--- src/rtl/noc_axis_pkg.sv ---
// -----------------------------------------------------------------------------
// noc_axis_pkg
//   Shared definitions for the native <-> AXI4-Stream adapters.
//   - Default field widths and the matching entry width (EntryW).
//   - entry_width(): entry width for any field-width combination, used by
//     parameterised modules that override the defaults.
//   - entry_t plus pack/unpack helpers for the default configuration. The
//     packed order is {tid, tdest, tdata, tlast}, so tlast is bit 0.
// -----------------------------------------------------------------------------
package noc_axis_pkg;

    localparam int DefSTDataWidth = 32;
    localparam int DefTidWidth    = 8;
    localparam int DefTdestWidth  = 8;

    localparam int EntryW = DefTidWidth + DefTdestWidth + DefSTDataWidth + 1;

    typedef struct packed {
        logic [DefTidWidth-1:0]    tid;
        logic [DefTdestWidth-1:0]  tdest;
        logic [DefSTDataWidth-1:0] tdata;
        logic                      tlast;
    } entry_t;

    // Width of one stored flit for arbitrary field widths.
    function automatic int entry_width(input int tid_w, input int tdest_w, input int data_w);
        return tid_w + tdest_w + data_w + 1;
    endfunction

    function automatic logic [EntryW-1:0] pack_entry(input entry_t e);
        return e;
    endfunction

    function automatic entry_t unpack_entry(input logic [EntryW-1:0] v);
        return v;
    endfunction

endpackage

--- src/rtl/native_fifo_mem.sv ---
// -----------------------------------------------------------------------------
// native_fifo_mem
//   Simple dual-port register array: Depth x Width storage, synchronous write,
//   asynchronous (combinational) read by address. Contents are not reset.
//
// Ports
//   aclk     in   clock
//   wr_en    in   write strobe for this cycle
//   wr_addr  in   write address
//   wr_data  in   write data
//   rd_addr  in   read address
//   rd_data  out  contents at rd_addr, combinational
// -----------------------------------------------------------------------------
module native_fifo_mem #(
    parameter int Depth = 8,
    parameter int Width = 49,
    localparam int AddrW = $clog2(Depth)
) (
    input  logic             aclk,
    input  logic             wr_en,
    input  logic [AddrW-1:0] wr_addr,
    input  logic [Width-1:0] wr_data,
    input  logic [AddrW-1:0] rd_addr,
    output logic [Width-1:0] rd_data
);

    logic [Width-1:0] mem_q [Depth];

    // NOTE: storage is deliberately left out of reset; validity is tracked by
    // the pointers and count, so resetting the array would only add reset fan-out.
    always_ff @(posedge aclk) begin
        if (wr_en) begin
            mem_q[wr_addr] <= wr_data;
        end
    end

    assign rd_data = mem_q[rd_addr];

endmodule

--- src/rtl/native_2_axis_fifo.sv ---
// -----------------------------------------------------------------------------
// native_2_axis_fifo
//   Accepts flits on a native valid/ready interface into a small buffer and
//   re-emits them as an AXI4-Stream master (first-word-fall-through).
//   s_native_tready is registered, so it falls while Slack entries are still
//   free; those entries absorb flits already in flight from the upstream.
//   A flit arriving with no room is dropped and sets the sticky overflow flag.
//
//   Parameter constraints: FifoDepth is a power of 2 and >= 4;
//   1 <= Slack < FifoDepth.
//
// Ports
//   aclk             in   clock
//   rst              in   synchronous reset, active-high
//   s_native_tid     in   stream identifier
//   s_native_tdest   in   destination
//   s_native_tdata   in   payload
//   s_native_tlast   in   packet boundary
//   s_native_tvalid  in   write strobe, one flit per cycle high
//   s_native_tready  out  space available (registered)
//   m_axis_tid       out  head entry tid
//   m_axis_tdest     out  head entry tdest
//   m_axis_tdata     out  head entry tdata
//   m_axis_tlast     out  head entry tlast
//   m_axis_tvalid    out  buffer not empty
//   m_axis_tready    in   downstream accepts
//   fill_level       out  current entry count
//   overflow         out  sticky, a flit was dropped
// -----------------------------------------------------------------------------
module native_2_axis_fifo
    import noc_axis_pkg::*;
#(
    parameter int STDataWidth = 32,
    parameter int TidWidth    = 8,
    parameter int TdestWidth  = 8,
    parameter int FifoDepth   = 8,
    parameter int Slack       = 2,
    localparam int PtrW       = $clog2(FifoDepth),
    localparam int CntW       = $clog2(FifoDepth) + 1
) (
    input  logic                   aclk,
    input  logic                   rst,

    input  logic [TidWidth-1:0]    s_native_tid,
    input  logic [TdestWidth-1:0]  s_native_tdest,
    input  logic [STDataWidth-1:0] s_native_tdata,
    input  logic                   s_native_tlast,
    input  logic                   s_native_tvalid,
    output logic                   s_native_tready,

    output logic [TidWidth-1:0]    m_axis_tid,
    output logic [TdestWidth-1:0]  m_axis_tdest,
    output logic [STDataWidth-1:0] m_axis_tdata,
    output logic                   m_axis_tlast,
    output logic                   m_axis_tvalid,
    input  logic                   m_axis_tready,

    output logic [CntW-1:0]        fill_level,
    output logic                   overflow
);

    localparam int EntryWidth = entry_width(TidWidth, TdestWidth, STDataWidth);

    localparam logic [CntW-1:0] CntFull   = CntW'(FifoDepth);
    localparam logic [CntW-1:0] CntThresh = CntW'(FifoDepth - Slack);

    // ---------------------------------------------------------------------
    // State
    // ---------------------------------------------------------------------
    logic [PtrW-1:0] wr_ptr_q, wr_ptr_d;
    logic [PtrW-1:0] rd_ptr_q, rd_ptr_d;
    logic [CntW-1:0] count_q,  count_d;
    logic            tready_q, tready_d;
    logic            overflow_q, overflow_d;

    logic            do_write;
    logic            do_read;

    logic [EntryWidth-1:0] wr_entry;
    logic [EntryWidth-1:0] rd_entry;

    // ---------------------------------------------------------------------
    // Next-state logic
    // ---------------------------------------------------------------------
    // NOTE: every always_comb output gets a default first so no path can
    // leave a signal unassigned and infer a latch.
    always_comb begin
        wr_ptr_d   = wr_ptr_q;
        rd_ptr_d   = rd_ptr_q;
        count_d    = count_q;
        overflow_d = overflow_q;

        do_read  = m_axis_tvalid && m_axis_tready;
        // Writes ignore our own tready: a full buffer still accepts when the
        // head leaves in the same cycle, otherwise the flit is lost.
        do_write = s_native_tvalid && ((count_q < CntFull) || do_read);

        if (s_native_tvalid && !do_write) begin
            overflow_d = 1'b1;
        end

        if (do_write) begin
            wr_ptr_d = wr_ptr_q + PtrW'(1);
        end
        if (do_read) begin
            rd_ptr_d = rd_ptr_q + PtrW'(1);
        end

        unique case ({do_write, do_read})
            2'b10:   count_d = count_q + CntW'(1);
            2'b01:   count_d = count_q - CntW'(1);
            default: count_d = count_q;
        endcase

        // Registered from the post-edge count so tready reflects the
        // occupancy the upstream will actually see next cycle.
        tready_d = (count_d <= CntThresh);
    end

    // ---------------------------------------------------------------------
    // Registers
    // ---------------------------------------------------------------------
    // NOTE: sequential state uses non-blocking assignments so every flop
    // samples the pre-edge values regardless of statement order.
    always_ff @(posedge aclk) begin
        if (rst) begin
            wr_ptr_q   <= '0;
            rd_ptr_q   <= '0;
            count_q    <= '0;
            tready_q   <= 1'b0;
            overflow_q <= 1'b0;
        end else begin
            wr_ptr_q   <= wr_ptr_d;
            rd_ptr_q   <= rd_ptr_d;
            count_q    <= count_d;
            tready_q   <= tready_d;
            overflow_q <= overflow_d;
        end
    end

    // ---------------------------------------------------------------------
    // Storage
    // ---------------------------------------------------------------------
    assign wr_entry = {s_native_tid, s_native_tdest, s_native_tdata, s_native_tlast};

    native_fifo_mem #(
        .Depth (FifoDepth),
        .Width (EntryWidth)
    ) u_mem (
        .aclk    (aclk),
        .wr_en   (do_write),
        .wr_addr (wr_ptr_q),
        .wr_data (wr_entry),
        .rd_addr (rd_ptr_q),
        .rd_data (rd_entry)
    );

    // ---------------------------------------------------------------------
    // Outputs
    // ---------------------------------------------------------------------
    // Head entry falls through combinationally from the read pointer; it only
    // changes on a read, so it is stable while the downstream stalls.
    assign m_axis_tid    = rd_entry[EntryWidth-1 -: TidWidth];
    assign m_axis_tdest  = rd_entry[EntryWidth-1-TidWidth -: TdestWidth];
    assign m_axis_tdata  = rd_entry[STDataWidth:1];
    assign m_axis_tlast  = rd_entry[0];

    // Derived from the count register, so a write at t shows up at t+1.
    assign m_axis_tvalid   = (count_q != '0);
    assign s_native_tready = tready_q;
    assign fill_level      = count_q;
    assign overflow        = overflow_q;

endmodule
--- config.mk ---
export PLATFORM = sky130hd
export DESIGN_NAME = native_2_axis_fifo
export DESIGN_NICKNAME = d
export VERILOG_FILES = /design/src/rtl/noc_axis_pkg.sv /design/src/rtl/native_fifo_mem.sv /design/src/rtl/native_2_axis_fifo.sv
export SDC_FILE = /design/constraint.sdc
export NUM_CORES = 1
export LEC_CHECK = 0
export CORE_MARGIN = 2
export CORE_UTILIZATION = 50
export CTS_BUF_LIST = sky130_fd_sc_hd__clkbuf_4 sky130_fd_sc_hd__clkbuf_8
export CTS_CLUSTER_DIAMETER = 150
export DETAILED_ROUTE_END_ITERATION = 12
export GPL_TIMING_DRIVEN = 0
export PLACE_DENSITY = 0.7
export SETUP_SLACK_MARGIN = 0.3
export SYNTH_ARGS = -nofsm -noshare
export SYNTH_HDL_FRONTEND = slang
export SYNTH_SLANG_ARGS = --single-unit
--- constraint.sdc ---
create_clock -name aclk -period 15.8 [get_ports aclk]
set_input_delay 3.95 -clock aclk [delete_from_list [all_inputs] [get_ports aclk]]
set_output_delay 3.95 -clock aclk [all_outputs]
set_load 0.005 [all_outputs]
# Yosys cells after proc, flatten, opt, wreduce, memory -nomap -nowiden
# Memories as Yosys holds them, arrays and structs flattened. A register that Yosys moved wholly into a read port is not among the register bits.
# Index checks and enable logic that the tools add are counted.
# totals
register_bits,12
ram_bits,392
output_inout_bits,56
memories,1
# memory_table
memory,depth,word_bits,rd,rd_ports_with_merged_regs,wr,line_no,source
u_mem.mem_q,8,49,1,1,1,native_fifo_mem.sv:27,logic [Width-1:0] mem_q [Depth];
# classes
addsub,4
order_cmp,2
n_eq_ne,2
muxes,5
n_reduce_logical,6
# op_table
cell,count
$pmux W4 S2,1
$add A3 B1 Y3 const B,2
$mux W3,2
$add A4 B1 Y4 const B,1
$le A4 B3 Y1 const B,1
$lt A4 B4 Y1 const B,1
$reduce_bool A4 Y1,1
$sub A4 B1 Y4 const B,1
$logic_and A1 B1 Y1,3
$eq A2 B1 Y1 const B,1
$eq A2 B2 Y1 const B,1
$mux W1,2
$logic_not A1 Y1,1
$logic_or A1 B1 Y1,1

# Depth between registers and ports, before layout
# Gate-level depths: netlist of the first run.
# depth
word_depth,7
ltp_mapped,10
depth_no_buf,10

# Modules after synthesis
# A second synthesis of the first run with hierarchy kept.
# hier_totals
hier_cells,649
hier_area_um2,15398.5
# modules_own_cells
module,instances,cells_per_inst,area_per_inst_um2,seq_area_each_um2
native_fifo_mem,1,579,14761.7,11771.3
native_2_axis_fifo,1,70,636.9,240.2

# Worst setup path before layout of the first run
# Ideal clock, no wire load.
# synth_timing
path_type,input -> register
start,in m_axis_tready
end,"mem u_mem.mem_q[0][0], enable pin"
setup_time_ps,577
arrival_time_ps,8951
required_time_ps,15223
slack_ps,6272
path_stages,3
cell_sequence,nand2b_1 > nand2_1 > nor4_1
# synth_via
elab_chain_cells,5
# synth_rtl
item,line_no,source
start: declaration,native_2_axis_fifo.sv:56,"input logic m_axis_tready,"
$logic_and A1 B1 Y1,native_2_axis_fifo.sv:93,do_read = m_axis_tvalid && m_axis_tready;
$logic_or A1 B1 Y1,native_2_axis_fifo.sv:96,do_write = s_native_tvalid && ((count_q < CntFull) || do_read);
$logic_and A1 B1 Y1,native_2_axis_fifo.sv:96,
$mux W1,native_fifo_mem.sv:32,if (wr_en) begin
$mux W1 (not written as such),native_fifo_mem.sv:33,mem_q[wr_addr] <= wr_data;
end: declaration,native_fifo_mem.sv:27,
# Every way passes these cells.

==> results of run 1 <==
synth_stat cells, drive strengths merged:
| master | instances |
|---|---|
| nor4 | 1 |
| inv | 3 |
| a31oi | 2 |
| a21oi | 4 |
| o21ai | 2 |
| nand2b | 3 |
| and4b | 1 |
| edfxtp | 392 |
| nand2 | 5 |
| clkbuf | 12 |
| nand3 | 6 |
| mux2i | 2 |
| buf | 17 |
| ha | 5 |
| a21o | 1 |
| and3b | 1 |
| nor3 | 5 |
| or4 | 1 |
| nor2 | 13 |
| mux4 | 98 |
| nor3b | 1 |
| dfxtp | 15 |
| o2111a | 1 |
| nor2b | 3 |
| xor2 | 7 |
| mux2 | 49 |
metal layers:
metal | global-route usage (%) | wire (µm) | vias up | part of all wire [%]
met3 | 4.437 | 1942 | 60 | 6.2
met5 | 0 | 27 | - | 0.086
met1 | 25.73 | 12760 | 3775 | 41
met4 | 6.049 | 659 | 4 | 2.1
li1 | - | - | 3197 | -
met2 | 33.73 | 16070 | 256 | 51
state kept, by name, indices dropped and copies added, names as in the netlist, named ones only:
signal,count
s_native_tready,1
u_mem.mem_q,392
fill_level,4
overflow,1
wr_ptr_q,3
rd_ptr_q,3
cell type report:
type                    count  area [µm²]
diodes                      1       2.502
plain buffers              29       180.2
clock buffers              81        1021
clock inverters            34       145.1
fillers                  2049       11810
inverters                   3       11.26
multi-input cells         211        3213
flip-flops and latches    407       12070
well taps                 396       495.5
repair buffers            148        1562
kinds of logic (layout without fill, tap and decap cells):
kind of cell / Yosys count / after routing / synth area share, %
flops: 407 / 407 / 78.25
other cells: 0 / 1 / 0
fa+ha+maj: 5 / 5 / 0.4055
mux: 149 / 149 / 18.01
simple gates: 40 / 40 / 1.298
compound gates: 10 / 10 / 0.3974
buf+inv: 32 / 295 / 1.241
xor+xnor: 7 / 7 / 0.3974
worst max-delay path: stages (launching register included):
cell	delay [ps]
dfxtp_1	310
buf_2	210
clkbuf_1	660
mux4_2	420
mux2_2	320
clkdlybuf4s50_1	450
power by group:
part / internal (mW) / switching, mW / leakage [nW]
logic: 0.298 / 0.224 / 1.68
registers: 1.24 / 0.0211 / 3.68
clock network: 0.420 / 0.378 / 0.623
path summary, 6_finish.rpt:
check	slack (ps)	endpoint	startpoint
worst max-delay path	8880	m_axis_tdata[16]	flip-flop
worst min-delay path	480	overflow	overflow
worst max register to register	13020	s_native_tready	fill_level[1]
worst min register to register	480	overflow	overflow
==> impl_metrics.toml, run 1 <==
[critical_path]
cp_max_fo = 10
r2r_cells = 10
critical_path_class = "reg -> out"
arrival_ps = 2970
critPathCaptureType = "output port"
cp-start-kind = "flip-flop"
critPathRequiredTime_ps = 11850

[global_routing]
overflow = 0
antenna_found_initial = 4
grt_pass1_wl_um = 47550
grt_usage_pct = 19.82
grt_pass1_vias = 7863
grt_start_max_net_pins = 25

[job]
drv_cap = 0

[placed_design]
post_dp_cell_area_um2 = 17530
place_inst = 1194
portBuffers = 108
globalplace.congestion = 0.7405
dp_hpwl_um = 20260
place_ws_ps = 9088

[timing]
setup_tns_ps = 0
rsz0062_at_grt = "no"
relSlewSlack_pct = 38.58
setup_ws_ps = 8883
final.min_clock_period_ps = 6917
finalClockSkew_ps = 17.98
setup_viol = 0
tightest_slew_ps = 916.3
fmax_mhz = 144.6
hold_ws_ps = 477.8
hold_viol = 0
drv_slew = 0
period_share_pct = 43.78

[die]
fp.dieH_um = 179.7
dieArea_um2 = 32280
rows = 64
core_area_um2 = 30510
initial_core_util_pct = 50.57
io_pins = 109
die_w_um = 179.7

[route]
drcViolationCount = 0
ant_nets = 0
num_vias = 7292
first_iter_violations = 571
wirelength_um = 31460
routedWlPerCell_um = 24.02
first_pass_iters = 4
drt-vias-per-instance = 5.566

[power_and_ir_drop]
design_power_total_mw = 2.586
ir_drop_mv = 0.09007
leakagePower_nw = 5.985
p_per_area_nw_per_um2 = 138.3

[min_path]
holdPathStages = 2
holdCritPathClass = "reg -> reg"

[yosys]
mappedNetlistNets = 708
synth_cell_types = 29
synth_top_area_share_pct = 76.30
ys_ff_latch = 407
synth_cells = 650
seq_area_frac_synth_pct = 78.25
synth_area_um2 = 15430
yosys.area.top_type = "edfxtp_1"
yosys-top-cells-area = "edfxtp_1 (76%), mux4_2 (14%), mux2_2 (3.6%)"
yosysWarnings = 0
synth.avg_cell_area_um2 = 23.73

[cells_and_area]
syn_to_final_growth_pct = 21.22
postLayoutCoreUtil_pct = 61.30
drive_gt1_share_pct = 33.19
fin_cells = 1310
final_cell_mix = "edfxtp_1 (392), clkdlybuf4s50_1 (108), mux4_2 (98)"
postLayoutCellArea_um2 = 18700
final_nets = 919
final_common_cell = "edfxtp_1"

[clocking]
cts_tree = "done"
cts_buffer_depth = 3
post-cts-setup-buffers = 0
cts_resized = 0
clk_latency_ps = 590
cts_root_buffer = "clkbuf_8"
clk_pin_slew_ps = 60
cts_buffers = 61
htree_levels = 2
cts_sinks = 407
ctsHoldBuffers = 0

[status]
status = "finished, final reports clean"
Power figures use the tool's default switching activity.
==> run 2, diff against run 1 <==
--- a/config.mk
+++ b/config.mk
@@ -11,7 +11,7 @@
 export CTS_CLUSTER_DIAMETER = 150
 export DETAILED_ROUTE_END_ITERATION = 12
 export GPL_TIMING_DRIVEN = 0
-export PLACE_DENSITY = 0.7
+export PLACE_DENSITY = 0.72
 export SETUP_SLACK_MARGIN = 0.3
 export SYNTH_ARGS = -nofsm -noshare
 export SYNTH_HDL_FRONTEND = slang
==> constraint.sdc (replaced) <==
create_clock -name aclk -period 5.8 [get_ports aclk]
set_input_delay 1.45 -clock aclk [delete_from_list [all_inputs] [get_ports aclk]]
set_output_delay 1.45 -clock aclk [all_outputs]
set_load 0.005 [all_outputs]
==> run 2 against run 1 <==
Total power rose to 2.8 times the previous value. Sequential cell count did not move. Cell area rose by 0.84%. Global-route usage barely moved. Non-clock buffer count fell by 7. Critical path depth did not move. Hold slack improved by 0.66 ps. Sequential power rose to 2.7 times the previous value. Critical path type unchanged. Sequential share of layout area fell by 0.54 points. First-iteration DRC count rose by 15%. Combinational power rose to 2.7 times the previous value. Clock-buffer cell count rose by 15.
==> impl_metrics.toml, run 2 (synthesized netlist as in run 1, its figures left out) <==
[power_and_ir_drop]
ir_drop_mv = 0.2269
p_per_area_nw_per_um2 = 384.1
leakagePower_nw = 6.024
design_power_total_mw = 7.243

[timing]
period_share_pct = 75.37
drv_slew = 0
setup_ws_ps = 1429
setup_viol = 0
relSlewSlack_pct = 44.24
fmax_mhz = 228.8
tightest_slew_ps = 836.4
finalClockSkew_ps = 27.86
final.min_clock_period_ps = 4371
hold_viol = 0
hold_ws_ps = 478.5
rsz0062_at_grt = "no"

[cells_and_area]
syn_to_final_growth_pct = 22.25
regMostFlops = "u_mem.mem_q"
final_cell_mix = "edfxtp_1 (392), clkdlybuf4s50_1 (108), mux4_2 (98)"
postLayoutCellArea_um2 = 18860
largest_reg_flops = 392
fin_cells = 1301
nFillCells = 2033
drive_gt1_share_pct = 34.11
final_nets = 919
final_common_cell = "edfxtp_1"

[critical_path]
cp_max_fo = 10
critical_path_class = "reg -> out"
reg2reg_to = "s_native_tready"
crit_family = "buffers and inverters"
cp_cell_sequence = "buf_2 > clkbuf_1 > mux4_2 > mux2_2 > clkdlybuf4s50_1"
cp-start-kind = "flip-flop"
r2r_slack_ps = 2950
arrival_ps = 2920
critPathCapture = "m_axis_tdata[19]"
crit_buf_inv = 3
r2r_cells = 10
critPathRequiredTime_ps = 4350
worst-path-stages = 5
critPathCaptureType = "output port"
regToRegStartpoint = "fill_level[2]"
slowest_stage = "clkbuf_1"
worst_path_largest_cell_delay_ps = 650

[global_routing]
antenna_found_initial = 1
grt_pass1_vias = 8089
overflow = 0
grt_start_max_net_pins = 25
grt_usage_pct = 19.86
grt_pass1_wl_um = 47600

[clocking]
clk_latency_ps = 570
cts_resized = 0
clk_pin_slew_ps = 60
ctsHoldBuffers = 0
cts_buffer_depth = 3
htree_levels = 3
cts_root_buffer = "clkbuf_8"
cts_sinks = 407
cts_tree = "done"
cts_buffers = 68
post-cts-setup-buffers = 0

[route]
ant_nets = 0
num_vias = 7357
first_pass_iters = 4
first_iter_violations = 657
drcViolationCount = 0
routedWlPerCell_um = 24.29
drt-vias-per-instance = 5.655
wirelength_um = 31600

[die]
rows = 64
die_w_um = 179.7
core_area_um2 = 30510
initial_core_util_pct = 50.57
fp.dieH_um = 179.7
io_pins = 109
dieArea_um2 = 32280

[placed_design]
post_dp_cell_area_um2 = 17580
place_ws_ps = 1527
place_inst = 1187
dp_hpwl_um = 20270
globalplace.congestion = 0.7037
portBuffers = 108

[status]
status = "finished, final reports clean"

[job]
drv_cap = 0

[min_path]
holdCritPathClass = "reg -> reg"
[run 2: stage by stage]
stage	TNS, ps	utilization, %
2_1_floorplan	0	-
3_3_place_gp	-982420	55.77
3_5_place_dp	0	57.63
4_1_cts	0	61.80
5_1_grt	0	61.80
6_report	0	61.82
[run 2: worst min path at each step]
stage	end	slack, ps	from	depth (start not counted)
after floorplan	flip-flop	450	rd_ptr_q[1]	2
final	overflow	480	overflow	2
after global placement	overflow	460	overflow	2
after CTS	overflow	490	overflow	2
after global routing	overflow	530	overflow	2
after detailed placement	overflow	460	overflow	2
[run 2: routing by layer]
metal  track usage [%]  wire length [µm]  vias to the layer above  part of all wire, %
li1                  -                 -                     3180                    -
met1             26.12             12690                     3817                   40
met2             32.72             16020                      292                   51
met3             4.741              2130                       68                  6.7
met4             7.187               763                        0                  2.4
met5                 0                 0                        -                    0
[run 2: power by group]
group / internal, mW / total [mW] / switching [mW]
Combinational: 0.810 / 1.42 / 0.614
Clock: 1.31 / 2.37 / 1.06
Sequential: 3.39 / 3.45 / 0.0610
[run 2: area by class of cell]
class / count / area (µm²) / share of cell area [%]
clock inverter: 16 / 88.84 / 0.4710
tap: 396 / 495.5 / 2.627
sequential: 407 / 12070 / 64.01
buffer: 29 / 180.2 / 0.9554
multi-input combinational: 211 / 3228 / 17.12
clock buffer: 96 / 1184 / 6.276
inverter: 3 / 11.26 / 0.05971
timing repair buffer: 141 / 1595 / 8.459
antenna: 2 / 5.005 / 0.02654
[run 2: worst min-delay path: stages (launching register included)]
cell and delay [ps]:
dfxtp_1 330, a31oi_1 40, nor2_1 70
